$ cat src/rtl/auction_bid_collector.sv
// auction_bid_collector
//   Gathers sealed bids from 2**N bidders, one per valid/ready transfer, and
//   presents the packed bid vector to the combinational auction block. The
//   vector is held until the consumer acknowledges. The collector then clears
//   itself for the next round.
//
//   Parameters : N (bidder index width, 2**N lanes), W (bid width)
//   Ports      : clk, rst (sync, active high)
//                in_valid/in_ready/in_id/in_bid  - serial bid input handshake
//                close                           - force-close the round
//                bid[(2**N)*W-1:0]               - packed lanes, lane i at [i*W +: W]
//                submitted[2**N-1:0]             - per-bidder "stored this round"
//                out_valid/out_ready             - round-complete handshake
//                dup_err                         - 1-cycle pulse on a rejected duplicate
//
//   Build option: define AUCTION_REBID_EN to let a repeat bid overwrite the
//   stored lane (last bid wins, no dup_err). Without it the first bid is kept
//   and dup_err pulses.

// One bidder's storage: the bid value plus its submitted flag.
module auction_bid_lane #(
  parameter int W     = 3,
  parameter bit REBID = 1'b0
) (
  input  logic         clk,
  input  logic         rst,
  input  logic         clr,
  input  logic         sel,
  input  logic [W-1:0] din,
  output logic [W-1:0] q,
  output logic         sub
);
  always_ff @(posedge clk) begin
    if (rst || clr) begin
      q   <= '0;
      sub <= 1'b0;
    end else if (sel) begin
      // A repeat bid only lands when rebidding is enabled.
      if (!sub || REBID) q <= din;
      sub <= 1'b1;
    end
  end
endmodule

module auction_bid_collector #(
  parameter int N = 3,
  parameter int W = 3
) (
  input  logic                 clk,
  input  logic                 rst,
  input  logic                 in_valid,
  output logic                 in_ready,
  input  logic [N-1:0]         in_id,
  input  logic [W-1:0]         in_bid,
  input  logic                 close,
  output logic [(2**N)*W-1:0]  bid,
  output logic [2**N-1:0]      submitted,
  output logic                 out_valid,
  input  logic                 out_ready,
  output logic                 dup_err
);
  localparam int NL = 2**N;

`ifdef AUCTION_REBID_EN
  localparam bit REBID = 1'b1;
`else
  localparam bit REBID = 1'b0;
`endif

  typedef enum logic {COLLECT = 1'b0, HOLD = 1'b1} state_t;

  state_t                 state, state_nxt;
  logic                   accept;
  logic                   dup_hit;
  logic                   clr;
  logic [NL-1:0]          sel;
  logic [NL-1:0][W-1:0]   lane_q;

  assign in_ready  = (state == COLLECT);
  assign out_valid = (state == HOLD);
  assign accept    = in_valid && in_ready;
  assign dup_hit   = accept && submitted[in_id];
  assign bid       = lane_q;

  always_comb begin
    sel = '0;
    if (accept) sel[in_id] = 1'b1;
  end

  genvar i;
  generate
    for (i = 0; i < NL; i++) begin : g_lane
      auction_bid_lane #(.W(W), .REBID(REBID)) u_lane (
        .clk (clk),
        .rst (rst),
        .clr (clr),
        .sel (sel[i]),
        .din (in_bid),
        .q   (lane_q[i]),
        .sub (submitted[i])
      );
    end
  endgenerate

  always_ff @(posedge clk) begin
    if (rst) state <= COLLECT;
    else     state <= state_nxt;
  end

  // Close on force-close or when this cycle's accept fills the last lane;
  // the accepted bid still lands on the same edge.
  always_comb begin
    state_nxt = state;
    clr       = 1'b0;
    case (state)
      COLLECT: if (close || (accept && (&(submitted | sel)))) state_nxt = HOLD;
      HOLD: if (out_ready) begin
        state_nxt = COLLECT;
        clr       = 1'b1;
      end
      default: state_nxt = COLLECT;
    endcase
  end

  always_ff @(posedge clk) begin
    if (rst) dup_err <= 1'b0;
    else     dup_err <= dup_hit && !REBID;
  end
endmodule

$ cat config.mk
export PLATFORM = sky130hd
export DESIGN_NAME = auction_bid_collector
export DESIGN_NICKNAME = d
export VERILOG_FILES = /design/src/rtl/auction_bid_collector.sv
export SDC_FILE = /design/constraint.sdc
export NUM_CORES = 1
export LEC_CHECK = 0
export ABC_AREA = 1
export CORE_ASPECT_RATIO = 1.75
export CORE_MARGIN = 8
export CORE_UTILIZATION = 51
export CTS_CLUSTER_DIAMETER = 100
export DETAILED_ROUTE_END_ITERATION = 7
export GPL_TIMING_DRIVEN = 0
export PLACE_DENSITY_LB_ADDON = 0.3
export SLEW_MARGIN = 20
export SYNTH_ARGS = -nofsm -noshare
export SYNTH_HDL_FRONTEND = slang
export SYNTH_HIERARCHICAL = 1
export SYNTH_SLANG_ARGS = --single-unit
$ cat constraint.sdc
create_clock -name clk -period 3.51 [get_ports clk]
set_clock_uncertainty 0.15 [all_clocks]
set_input_delay 0.351 -clock clk [delete_from_list [all_inputs] [get_ports clk]]
set_output_delay 0.351 -clock clk [all_outputs]
set_load 0.01 [all_outputs]
After elaboration in Yosys (flattened, before gate mapping)
Index checks and enable logic that the tools add are counted.
W data, S select, Z words.
{"block": "word_totals", "reg_bits": 34, "in_bits": 11, "out_inout_bits": 35, "word_cells": 55}
{"block": "op_classes", "n_lt_le_gt_ge": 2, "muxes": 10, "bitwise_logic": 10, "reduce_logical": 15}
{"op": "$reduce_and A2 Y1", "count": 8}
{"op": "$not A1 Y1", "count": 9}
{"op": "$mux W8", "count": 1}
{"op": "$or A8 B8 Y8", "count": 1}
{"op": "$reduce_and A8 Y1", "count": 1}
{"op": "$mux W1", "count": 6}
{"op": "$logic_and A1 B1 Y1", "count": 4}
{"op": "$lt A3 B4 Y1 const B", "count": 1}
{"op": "$bmux W1 S3", "count": 1}
{"op": "$demux W1 S3", "count": 1}
{"op": "$ge A3 B1 Y1 const B", "count": 1}
{"op": "$logic_or A1 B1 Y1", "count": 2}
{"op": "$pmux W1 S2", "count": 1}

Logic depth before layout (Yosys ltp)
{"block": "logic_depth", "ltp_word": 11, "depth_mapped": 9, "ltp_nobuf": 9}

Modules after synthesis
The synthesis kept the hierarchy.
{"module": "auction_bid_lane", "n_inst": 8, "cells_per_inst": 24, "area_each_um2": 165.2}
{"module": "auction_bid_collector", "n_inst": 1, "cells_per_inst": 74, "area_each_um2": 354.1}

Worst setup path after synthesis
No wires, ideal clock.
{"block": "synth_timing", "path_type": "register to register", "start": "register state, in the netlist out_valid", "end": "register g_lane[5].u_lane.q[0]", "setup_ns": 0.064, "arrival_time_ns": 1.125, "required_time_ns": 3.296, "slack_ns": 2.171, "stages_incl_launch_ff": 8, "n_path_buf": 0, "synth_period_minus_slack_ns": 1.339, "path_cell_list": "dfxtp_1 inv_2 nand3_1 nor2_1 inv_2 nor2_2 nor2_1 nor2_1"}
{"block": "synth_via", "elab_chain_cells": 4, "elab_cells_between_ends": 6, "cone_classes": "mux: 2; bitwise: 1; reduce/logical: 3"}
{"item": "start: declaration", "line": "72", "rtl": "state_t state, state_nxt;"}
{"item": "start signal: assignment", "line": "107", "rtl": "else state <= state_nxt;"}
{"item": "$not A1 Y1"}
{"item": "via in_ready", "line": "52", "rtl": "output logic in_ready,"}
{"item": "$logic_and A1 B1 Y1", "line": "81", "rtl": "assign accept = in_valid && in_ready;"}
{"item": "$mux W8", "line": "87", "rtl": "if (accept) sel[in_id] = 1'b1;"}
{"item": "via sel[5]", "line": "76", "rtl": "logic [NL-1:0] sel;"}
{"item": "$reduce_and A2 Y1 (no line)"}
{"item": "end signal: assignment", "line": "39", "rtl": "if (!sub || REBID) q <= din;"}
{"item": "end: declaration", "line": "30", "rtl": "output logic [W-1:0] q,"}
The timed path passes the listed nets, and every way through them passes these cells.
A chain may end at the register's enable or synchronous reset.

Worst setup path in the final report
{"block": "layout_timing", "start": "register state, in the netlist out_valid", "end": "output out_valid"}
{"item": "end: declaration", "line": "58", "rtl": "output logic out_valid,"}
No word-level cell between the ends.

==> out/summary.json <==
{
  "run_status": {"value": "complete, no violations"},
  "slew-limit-headroom": {"value": 74.14, "unit": "%"},
  "flip_flop_cell_with_the_highest_count_after_synthesis": {"value": "dfxtp_1"},
  "n_fill_cell": {"value": 269},
  "synth_most_common_cell": {"value": "nor2_1"},
  "simple_logic_cell_fraction_of_the_synthesized_area": {"value": 38.01, "unit": "%"},
  "hold_path_startpoint": {"value": "g_lane[2].u_lane/q[2]"},
  "timing_worst_slew_pin_value": {"value": 0.3868, "unit": "ns"},
  "final_period_minus_worst_setup_slack": {"value": 1.843, "unit": "ns"},
  "worstHoldPathType": {"value": "register to register"},
  "synth_xor_xnor_area_share": {"value": 0, "unit": "%"},
  "syn_avg_cell_area": {"value": 6.298, "unit": "um2"},
  "post_synth_instance_area": {"value": 0.001675, "unit": "mm2"},
  "worstSetupPathType": {"value": "register to output port"},
  "finalCritPeriodShare": {"value": 52.52, "unit": "%"},
  "overflow": {"value": 0},
  "cts.clk_slew.worst_paths": {"value": 0.07, "unit": "ns"},
  "holdPathEnd": {"value": "g_lane[2].u_lane/q[2]"},
  "routed_via_density": {"value": 4.707},
  "ctsHtreeMaxLevel": {"value": 2},
  "grt_setup_unrepaired": {"value": "no"},
  "synth.yosys.warnings": {"value": 6},
  "floorplan.die_area": {"value": 0.005447, "unit": "mm2"},
  "place.port_buffers": {"value": 45},
  "crit_path_end_kind": {"value": "output port"},
  "synth.top_cell.area_share": {"value": 40.63, "unit": "%"},
  "post_synth_main_area_contributors": {"value": "dfxtp_1 (41%), nor2_1 (15%), inv_1 (11%), nand2_1 (9.9%), nand3_1 (9.3%)"},
  "worst_r2r_path_depth": {"value": 7},
  "path_cells": {"value": "clkdlybuf4s50_1"},
  "setup_violations": {"value": 0},
  "tritoncts": {"value": "built"},
  "ir_drop_worst_case_vdd": {"value": 0.3513, "unit": "mV"},
  "critPathSlowestCell": {"value": "clkdlybuf4s50_1"},
  "total_switching_power": {"value": 210.2, "unit": "uW"},
  "final_core_util": {"value": 72.88, "unit": "%"},
  "cell_rows": {"value": 27},
  "gr-usage-met1": {"value": 14.76, "unit": "%"},
  "dpl.hpwl": {"value": 3132, "unit": "um"},
  "numClockSinks": {"value": 34},
  "fmaxAchievable": {"value": 542.4, "unit": "MHz"},
  "synth_top_family_by_area": {"value": "simple AND/OR/NAND/NOR gates"},
  "cp_data_arrival_time": {"value": 1.34, "unit": "ns"},
  "pwr_density_cell": {"value": 374.9, "unit": "mW/mm2"},
  "via_count": {"value": 1704},
  "syn-instance-count": {"value": 266},
  "final_max_slew_viol_count": {"value": 0},
  "register_bit_total_from_synthesis": {"value": 34},
  "layout.nets": {"value": 329},
  "sequentialPowerShare": {"value": 47.3, "unit": "%"},
  "min_delay_path_depth": {"value": 2},
  "grt_first_pass_wirelength": {"value": 6865, "unit": "um"},
  "clockPowerShare": {"value": 38.9, "unit": "%"},
  "grtUsageTotal": {"value": 15.90, "unit": "%"},
  "synth_seq_area_share": {"value": 40.63, "unit": "%"},
  "number_of_buffers_on_the_longest_clock_path": {"value": 2},
  "synth.lib_cells_used.distinct": {"value": 14},
  "grt_start_max_net_pins": {"value": 11},
  "share_of_flip_flops_with_an_asynchronous_set_or_reset": {"value": 0, "unit": "%"},
  "tns": {"value": 0, "unit": "ns"},
  "post_cts_resize_count": {"value": 0},
  "number_of_global_route_vias_before_repair": {"value": 1697},
  "post_cts_buffers": {"value": 0},
  "postCtsHoldBufs": {"value": 0},
  "dieHeight": {"value": 91.82, "unit": "um"},
  "power.static_leakage": {"value": 0.001048, "unit": "uW"},
  "intPower": {"value": 648.2, "unit": "uW"},
  "met3_usage": {"value": 4.336, "unit": "%"},
  "num_io_pins": {"value": 46},
  "grt.met2_usage": {"value": 30.16, "unit": "%"},
  "ant_nets": {"value": 0},
  "critical_path.max_stage_delay": {"value": 0.60, "unit": "ns"},
  "top_usage_layer": {"value": "met2"},
  "clk_root_buffer_cell": {"value": "clkbuf_8"},
  "layout-drive-gt1-share": {"value": 8.777, "unit": "%"},
  "power_frac_comb": {"value": 13.8, "unit": "%"},
  "synth_enable_flop_cells": {"value": 0},
  "crit-reg2reg-launch": {"value": "out_valid"},
  "drt_first_pass_iters": {"value": 4},
  "critical_path_buf_inv_count": {"value": 1},
  "detail_route.wl_per_cell": {"value": 11.10, "unit": "um"},
  "timing.critical_path.fanout_max": {"value": 5},
  "switching_share": {"value": 24.49, "unit": "%"},
  "synth-compound-area-share": {"value": 7.244, "unit": "%"},
  "critical_path.reg2reg.endpoint": {"value": "g_lane[3].u_lane/q[1]"},
  "rrSetupSlack": {"value": 2.01, "unit": "ns"},
  "antenna_found_initial": {"value": 0},
  "synth_largest_area_cell": {"value": "dfxtp_1"},
  "initial_utilization": {"value": 53.33, "unit": "%"},
  "gpl.final_weighted_congestion": {"value": 0.8700},
  "cp_data_required_time": {"value": 3.01, "unit": "ns"},
  "cap_viol_max_count": {"value": 0},
  "synth.area.mux_share": {"value": 0, "unit": "%"},
  "ys_top_cells_by_count": {"value": "nor2_1 (68), inv_1 (51), nand2_1 (44), dfxtp_1 (34), nand3_1 (31)"},
  "cts_made_buffers": {"value": 5},
  "area_growth_syn_to_layout": {"value": 36.67, "unit": "%"},
  "clock_latency": {"value": 0.28, "unit": "ns"},
  "die_w": {"value": 59.33, "unit": "um"},
  "synth_nets": {"value": 277},
  "report.final.hold_viol_count": {"value": 0},
  "core_area": {"value": 0.003142, "unit": "mm2"},
  "yosys.area_share.adder": {"value": 0, "unit": "%"},
  "cpLargestDelayFamily": {"value": "buffers and inverters"},
  "detail_route.iter0.violations": {"value": 22},
  "route.final.wire_length": {"value": 4019, "unit": "um"},
  "diodes": {"value": 0},
  "drt_drc_violations_left": {"value": 0},
  "critPathLaunchType": {"value": "register"}
}
-- final cells by class --
| type | instances | area, um2 | share of cell area, % |
|---|---|---|---|
| Multi-Input combinational cell | 171 | 758.2 | 33.11 |
| Sequential cell | 34 | 680.7 | 29.73 |
| Timing Repair Buffer | 45 | 450.4 | 19.67 |
| Inverter | 60 | 225.2 | 9.836 |
| Clock buffer | 8 | 110.1 | 4.809 |
| Tap cell | 43 | 53.80 | 2.350 |
| Buffer | 1 | 11.26 | 0.4918 |
-- power groups by stage --
stage	clock, uW	sequential [uW]	combinational, uW
5_1_grt	358	407	133
3_5_place_dp	0	414	119
2_1_floorplan	0	419	59.6
4_1_cts	342	406	120
3_3_place_gp	0	414	117
6_report	334	406	119
-- routing by layer --
metal	vias to the layer above	wire, um
li1	899	-
met4	0	42
met3	4	221
met1	756	1599
met2	45	2155
met5	-	0
-- flip-flops by register name, summed over array words and instances, names as in the netlist --
name and count:
dup_err 1, g_lane.u_lane/q 24, g_lane.u_lane/sub 8, out_valid 1
-- metrics by stage --
stage | area, um2 | hold slack, ns | power (uW) | worst slack, ns | cells
after detailed placement | 2180 | 0.3204 | 533.3 | 1.531 | 354
after global routing | 2290 | 0.3516 | 898.4 | 1.625 | 362
after floorplan | 1675 | 0.3579 | 478.4 | 2.171 | 266
after CTS | 2290 | 0.3359 | 867.7 | 1.659 | 362
final | 2290 | 0.3287 | 858.4 | 1.667 | 362
after global placement | 2180 | 0.3102 | 530.8 | 1.567 | 354
-- logic make-up after synthesis --
family,count (synthesis)
AOI/OAI and AO/OA,19
buffers and inverters,61
and+or+nand+nor,152
DFF,34
-- worst register-to-register path: cells and delay by family (launching register included) --
kind                   cells  cell delay, ns
buffers and inverters      2            0.16
DFF                        1            0.38
and+or+nand+nor            5            0.75
-- worst max-delay path by stage --
stage,startpoint,endpoint,cells past startpoint
detailed placement,in_id[0],g_lane[7].u_lane/q[1],8
global route,out_valid,out_valid,1
floorplan,out_valid,g_lane[5].u_lane/q[0],7
CTS,out_valid,out_valid,1
global placement,in_id[0],g_lane[7].u_lane/q[2],8
finish,out_valid,out_valid,1
-- layout by cell type (no fill, tap or decap), drive strengths merged --
| cell type | count |
|---|---|
| nand2 | 44 |
| nor2 | 77 |
| nand3 | 31 |
| o21a | 8 |
| clkbuf | 8 |
| o21ai | 5 |
| a21oi | 5 |
| o21bai | 1 |
| dfxtp | 34 |
| inv | 60 |
| buf | 1 |
| clkdlybuf4s50 | 45 |
Power figures use the tool's default switching activity.
